### config.mk
export PLATFORM = sky130hd
export DESIGN_NAME = wb_port_arbiter
export DESIGN_NICKNAME = d
export VERILOG_FILES = /design/src/rtl/wb_port_arbiter.sv
export SDC_FILE = /design/constraint.sdc
export NUM_CORES = 1
export LEC_CHECK = 0
export BUFFER_PORTS_ARGS = -buffer_cell sky130_fd_sc_hd__clkbuf_2
export CAP_MARGIN = 20
export CORE_ASPECT_RATIO = 0.5
export CORE_UTILIZATION = 32
export DETAILED_ROUTE_END_ITERATION = 12
export PLACE_DENSITY = 0.67
export SETUP_SLACK_MARGIN = 0.1
export SLEW_MARGIN = 20
export SYNTH_ARGS = -nofsm -noshare
export SYNTH_HDL_FRONTEND = slang
export SYNTH_SLANG_ARGS = --single-unit
### constraint.sdc
create_clock -name clk -period 2.9 [get_ports clk]
set_input_delay 0.145 -clock clk [delete_from_list [all_inputs] [get_ports clk]]
set_output_delay 0.145 -clock clk [all_outputs]
set_load 0.02 [all_outputs]
### src/rtl/wb_port_arbiter.sv
// Round-robin arbiter that shares the single regfile write port among NREQ writeback
// requesters and tracks outstanding destination registers for RAW hazard stalls.
module wb_port_arbiter #(
    parameter int NREQ = 2,
    parameter int AW   = 5,
    parameter int DW   = 32
) (
    input  logic               clk,
    input  logic               rst,
    input  logic [NREQ-1:0]    req_valid,
    output logic [NREQ-1:0]    req_ready,
    input  logic [NREQ*AW-1:0] req_waddr,
    input  logic [NREQ*DW-1:0] req_wdata,
    input  logic               wb_hold,
    output logic               rf_we,
    output logic [AW-1:0]      rf_waddr,
    output logic [DW-1:0]      rf_wdata,
    input  logic               iss_valid,
    input  logic [AW-1:0]      iss_rd,
    input  logic [AW-1:0]      q_rs1,
    input  logic [AW-1:0]      q_rs2,
    output logic               q_busy1,
    output logic               q_busy2
);

    localparam int PW   = (NREQ > 1) ? $clog2(NREQ) : 1;
    localparam int NREG = 1 << AW;

    logic [PW-1:0]   rr_ptr;
    logic            grant_vld_p0;
    logic [PW-1:0]   grant_idx_p0;
    logic [AW-1:0]   sel_waddr_p0;
    logic [DW-1:0]   sel_wdata_p0;
    logic [NREG-1:0] pending;
    logic [NREG-1:0] pending_nxt;

    // Stage p0: combinational round-robin grant, search starts at rr_ptr and wraps
    always_comb begin
        grant_vld_p0 = 1'b0;
        grant_idx_p0 = '0;
        for (int i = 0; i < NREQ; i++) begin
            if (!grant_vld_p0 && req_valid[i] && (i >= int'(rr_ptr))) begin
                grant_vld_p0 = 1'b1;
                grant_idx_p0 = PW'(i);
            end
        end
        for (int i = 0; i < NREQ; i++) begin
            if (!grant_vld_p0 && req_valid[i] && (i < int'(rr_ptr))) begin
                grant_vld_p0 = 1'b1;
                grant_idx_p0 = PW'(i);
            end
        end
        // A grant presented while reset is high would be lost, so never offer one
        if (rst || wb_hold) begin
            grant_vld_p0 = 1'b0;
        end
    end

    always_comb begin
        req_ready    = '0;
        sel_waddr_p0 = '0;
        sel_wdata_p0 = '0;
        for (int i = 0; i < NREQ; i++) begin
            if (grant_vld_p0 && (grant_idx_p0 == PW'(i))) begin
                req_ready[i] = 1'b1;
                sel_waddr_p0 = req_waddr[i*AW +: AW];
                sel_wdata_p0 = req_wdata[i*DW +: DW];
            end
        end
    end

    // Stage p1: registered regfile write port and pointer update
    always_ff @(posedge clk or posedge rst) begin
        if (rst) begin
            rf_we    <= 1'b0;
            rf_waddr <= '0;
            rf_wdata <= '0;
            rr_ptr   <= '0;
        end else begin
            rf_we <= 1'b0;
            if (grant_vld_p0) begin
                rr_ptr <= (grant_idx_p0 == PW'(NREQ - 1)) ? '0 : grant_idx_p0 + PW'(1);
                // x0 writes are consumed but never reach the regfile
                if (sel_waddr_p0 != '0) begin
                    rf_we    <= 1'b1;
                    rf_waddr <= sel_waddr_p0;
                    rf_wdata <= sel_wdata_p0;
                end
            end
        end
    end

    // Scoreboard: a fresh issue overrides a commit to the same register
    always_comb begin
        pending_nxt = pending;
        if (rf_we) begin
            pending_nxt[rf_waddr] = 1'b0;
        end
        if (iss_valid && (iss_rd != '0)) begin
            pending_nxt[iss_rd] = 1'b1;
        end
        pending_nxt[0] = 1'b0;
    end

    always_ff @(posedge clk or posedge rst) begin
        if (rst) begin
            pending <= '0;
        end else begin
            pending <= pending_nxt;
        end
    end

    assign q_busy1 = pending[q_rs1];
    assign q_busy2 = pending[q_rs2];

endmodule
# Yosys cells after proc, flatten, opt, wreduce, memory -nomap -nowiden
# Index checks and enable logic that the tools add are counted.
[totals]
inputBits = 95
wordCells = 58
register_bits = 70
output_inout_bits = 42
[classes]
n_bitwise = 4
muxes = 25
n_reduce_logical = 15
add_sub_neg = 1
n_lt_le_gt_ge = 8
[op_table]
columns = ["cell", "n"]
rows = [
  ["two-way mux 32 bit", 4],
  ["AND 32 bit", 1],
  ["NOT 32 bit", 1],
  ["bitwise OR 32 bit", 1],
  ["less-than comparator 5 x 6 -> 1 bit, second input constant", 4],
  ["two-way mux 1 bit", 15],
  ["binary-select mux 1 bit (select 5 bit)", 2],
  ["demux 1 bit (select 5 bit)", 2],
  [">= comparator 5 x 1 -> 1 bit, second input constant", 2],
  ["two-way mux 5 bit", 2],
  ["nonzero test 5 bit", 2],
  ["logical AND 1 bit", 9],
  ["logical NOT 1 bit", 2],
  ["AND reduction 2 bit", 1],
  ["adder 1 bit, second input constant", 1],
  [">= comparator 1 bit, first input constant", 1],
  ["logical OR 1 bit", 1],
  ["less-than comparator 1 bit, first input constant", 1],
  ["NOT 1 bit", 1],
]

# Longest topological paths before layout
[logic_depth]
depth_word = 17
depth_mapped = 6

# Worst setup path before layout
# OpenSTA, ideal clock, no wires.
[synth_path]
path_kind = "register to register"
startpoint = "reg rr_ptr"
endpoint = "reg rf_wdata[10]"
path_stages_with_launch = 7
setup_time_ns = 0.125
synth_period_minus_slack_ns = 1.582
setup_slack_ns = 1.318
arrival_time_ns = 1.457
path_buffers = 2
cell_sequence = "dfrtp_1 > nand2b_1 > and3_1 > a22o_1 > buf_6 > buf_6 > mux2_4"
[synth_between]
elab_chain_len = 16
[synth_lines]
columns = ["element", "line", "text"]
rows = [
  ["from (decl)", "29", "logic [PW-1:0] rr_ptr;"],
  ["from (signal assigned)", "82", "rr_ptr <= (grant_idx_p0 == PW'(NREQ - 1)) ? '0 : grant_idx_p0 + PW'(1);"],
  [">= comparator 1 bit", "42", "if (!grant_vld_p0 && req_valid[i] && (i >= int'(rr_ptr))) begin"],
  ["logical AND 1 bit", "42", ""],
  ["two-way mux 1 bit", "42", ""],
  ["logical NOT 1 bit", "42", ""],
  ["logical AND 1 bit", "42", ""],
  ["two-way mux 1 bit", "42", ""],
  ["logical NOT 1 bit", "48", "if (!grant_vld_p0 && req_valid[i] && (i < int'(rr_ptr))) begin"],
  ["logical AND 1 bit (2 in series)", "48", ""],
  ["two-way mux 1 bit", "48", ""],
  ["two-way mux 1 bit or NOT 1 bit (tied branches)", "54, 64", ""],
  ["logical AND 1 bit", "64", "if (grant_vld_p0 && (grant_idx_p0 == PW'(i))) begin"],
  ["two-way mux 5 bit (2 in series)", "64", ""],
  ["nonzero test 5 bit", "84", "if (sel_waddr_p0 != '0) begin"],
  ["AND reduction 2 bit (no source line)", "n/a", ""],
  ["to (signal assigned)", "87", "rf_wdata <= sel_wdata_p0;"],
  ["to (decl)", "17", "output logic [DW-1:0] rf_wdata,"],
]
# Several ways; a longest one is shown, not always the timed one.
# A chain may end at the register's enable or synchronous reset.

# Final worst setup path
[layout_path]
startpoint = "in rst"
endpoint = "reg rf_wdata[28]"
[layout_between]
elab_chain_len = 7
[layout_lines]
columns = ["element", "line", "text"]
rows = [
  ["from (decl)", "9", "input logic rst,"],
  ["logical OR 1 bit *", "54", "if (rst || wb_hold) begin"],
  ["two-way mux 1 bit *", "54", ""],
  ["logical AND 1 bit", "64", ""],
  ["two-way mux 5 bit (2 in series)", "64", ""],
  ["nonzero test 5 bit", "84", ""],
  ["AND reduction 2 bit (no source line)", "n/a", ""],
]
# Mark *: on every way between the ends. The rest lies on a longest branch, timed or not.

==> impl_metrics.yaml <==
outcome:
  run_status: "finished, final reports clean"
place:
  dp_hpwl_um: 7454
  io_buffers: 136
  pre_cts_ws_ps: 849.9
  routabilityCongestion: 0.7608
clocking:
  cts_tree: "done"
  insertion_delay_ps: 330
  cts_setup_buffers: 0
  htreeDepth: 3
  clock_path_buffers: 2
  clk_pin_slew_ps: 50
  cts_buffers: 9
  root_buffer: "clkbuf_16"
  numClockSinks: 70
cells_and_area:
  multi_input_area_um2: 1834
  ff_latch_area_um2: 1752
  final_cell_mix: "136 x clkbuf_2, 70 x dfrtp_1, 67 x o21ai_0, 32 x a22o_1, 22 x nand3_1"
  final_nets: 563
  num_antenna_cells: 0
  final_common_cell: "clkbuf_2"
  n_fill_cell: 1081
  syn_to_final_growth_pct: 29.50
  drive_gt1_share_pct: 41.74
pwr:
  p_clk_share_pct: 31.8
  p_per_area_nw_per_um2: 695.6
  p_sw_share_pct: 31.98
  p_leak_nw: 2.239
  p_sw_mw: 1.071
  ir_drop_mv: 0.2633
  seqPwrFrac_pct: 42.8
  p_comb_share_pct: 25.4
  p_int_mw: 2.277
synthesis:
  synth-seq-cells: 70
  syn_avg_cell_area_um2: 11.09
  synthArstFlopShare_pct: 100.0
  synth-warning-count: 0
  syn_nets: 430
  synth_flop_cell: "dfrtp_1"
  synth.distinct_cells: 28
  syn_inst: 335
  synth_seq_area_share_pct: 47.14
  synth-edff-count: 0
  netlist_area_um2: 3716
setup_path:
  path_cells: "dlygate4sd3_1 > clkbuf_2 > nor2_1 > and3_1 > a22o_2 > mux2_2"
  slowest_stage: "a22o_2"
  end_kind: "register"
  cp.arrival_ps: 2470
  criticalPathCategory: "primary input to register"
  crit_fanout: 38
  setup.worst_path.start_class: "primary input"
  cpPeakStageDelay_ps: 800
  crit_required_ps: 3110
drt:
  drc: 0
  via_per_inst: 5.272
  ant_nets: 0
  wire_per_inst_um: 16.52
  drt-pass1-iter-count: 4
  vias: 3253
  wirelength_um: 10190
  drt_first_iter_violations: 223
timing:
  finalCritPeriodShare_pct: 78.01
  tns_ps: 0
  slew_viol_final: 0
  max_freq_mhz: 442.0
  post-route-min-period_ps: 2262
  layout_setup_ws_ps: 637.8
  skew_ps: 4.102
  worst-slew-pin-transition_ps: 996.1
  worst_slew_margin_rel_pct: 33.59
  rsz0062_at_grt: "no"
  setup_viol: 0
  hold_violations: 0
run:
  cap_violations: 0
floorplan:
  die_y_um: 78.20
  io_pins: 137
  dieArea_um2: 12070
  rows: 27
  start_util_pct: 33.33
  die_x_um: 154.4
  core_area_um2: 11150
global_routing:
  grt_pass1_wl_um: 16390
  grt_pass1_vias: 3148
  grt_usage_pct: 17.55
  grt_overflow_total: 0
  grt_max_degree: 39
  antenna_found_initial: 0
hold_path:
  hold_class: "primary input to register"
==> per-stage QoR <==
stage	util, %	instance area, um^2	power, mW	std cells	hold slack, ps
final	43.17	4812	3.347	617	25.06
after global placement	40.48	4513	2.263	601	321.5
after global routing	43.17	4812	3.562	617	21.86
after detailed placement	40.48	4513	2.298	601	331.8
after CTS	43.17	4812	3.377	617	9.260
after floorplan	-	3716	1.961	335	242.0
==> layer usage <==
layer,global-route usage (%),share of wire [%]
met5,0,0
met2,29.05,49
met3,4.252,3.9
met1,22.83,46
met4,5.347,1.4
==> cells in the mapped netlist, types with 6 or more instances <==
library cell | count | area, um^2
clkbuf_1 | 6 | 22.52
buf_2 | 9 | 45.04
a22o_1 | 33 | 289.0
nor2_1 | 8 | 30.03
nand3_1 | 22 | 110.1
nand2_1 | 6 | 22.52
a21oi_1 | 7 | 35.03
mux4_2 | 6 | 135.1
inv_1 | 8 | 30.03
a22oi_1 | 9 | 67.56
dfrtp_1 | 70 | 1752
mux2_4 | 14 | 210.2
mux2_2 | 18 | 202.7
o21ai_0 | 67 | 335.3
mux2i_1 | 18 | 180.2
==> path summary, 6_finish.rpt <==
path | startpoint | endpoint | slack [ps] | cells past startpoint
setup / recovery | rst | rf_wdata[28]$_DFFE_PP0P_ | 640 | 6
hold / removal | req_valid[1] | rr_ptr$_DFFE_PP0P_ | 30 | 2
setup reg to reg | rr_ptr$_DFFE_PP0P_ | rf_wdata[28]$_DFFE_PP0P_ | 860 | 4
hold reg to reg | rf_wdata[10]$_DFFE_PP0P_ | rf_wdata[10]$_DFFE_PP0P_ | 510 | 1
max in group asynchronous | rst | pending[21]$_DFF_PP0_ | 1740 | 4
min in group asynchronous | rst | rr_ptr$_DFFE_PP0P_ | 510 | 3
==> repair_timing <==
item,in CTS,in global routing
endpoints found under the hold margin,35,0
resized for setup,0,0
setup endpoints to repair,0,0
hold buffers,1,0
==> registers in the layout, indices dropped and copies added (netlist names) <==
signal	cells
pending	31
rf_waddr	5
rf_wdata	32
rf_we	1
rr_ptr	1
==> power by group through the flow <==
stage          logic [mW]  registers, mW  clock network [mW]
3_5_place_dp        0.852           1.45                   0
3_3_place_gp        0.830           1.43                   0
4_1_cts             0.857           1.43                1.09
2_1_floorplan       0.504           1.46                   0
6_report            0.849           1.43                1.07
5_1_grt             0.947           1.47                1.14
==> final cells by class <==
class                           instances  area share [%]
Multi-Input combinational cell        239           38.12
Sequential cell                        70           36.40
Timing Repair Buffer                  140           15.08
Clock buffer                            9           4.680
Tap cell                              145           3.770
Clock inverter                          6           1.326
Inverter                                8          0.6240
==> cells by family after synthesis <==
| kind of cell | Yosys count | synth area share (%) |
|---|---|---|
| AO/OA/AOI/OAI | 123 | 21.01 |
| flip-flops | 70 | 47.14 |
| AND/OR/NAND/NOR | 60 | 8.721 |
| multiplexers | 56 | 19.60 |
| buffers and inverters | 26 | 3.535 |
==> worst max-delay path, delay by kind of cell <==
kind,cells,cell delay (ps)
AOI/OAI and AO/OA,1,800
buffers and inverters,2,650
muxes,1,420
and+or+nand+nor,2,410
No activity file was read; power rests on OpenSTA's default activity.
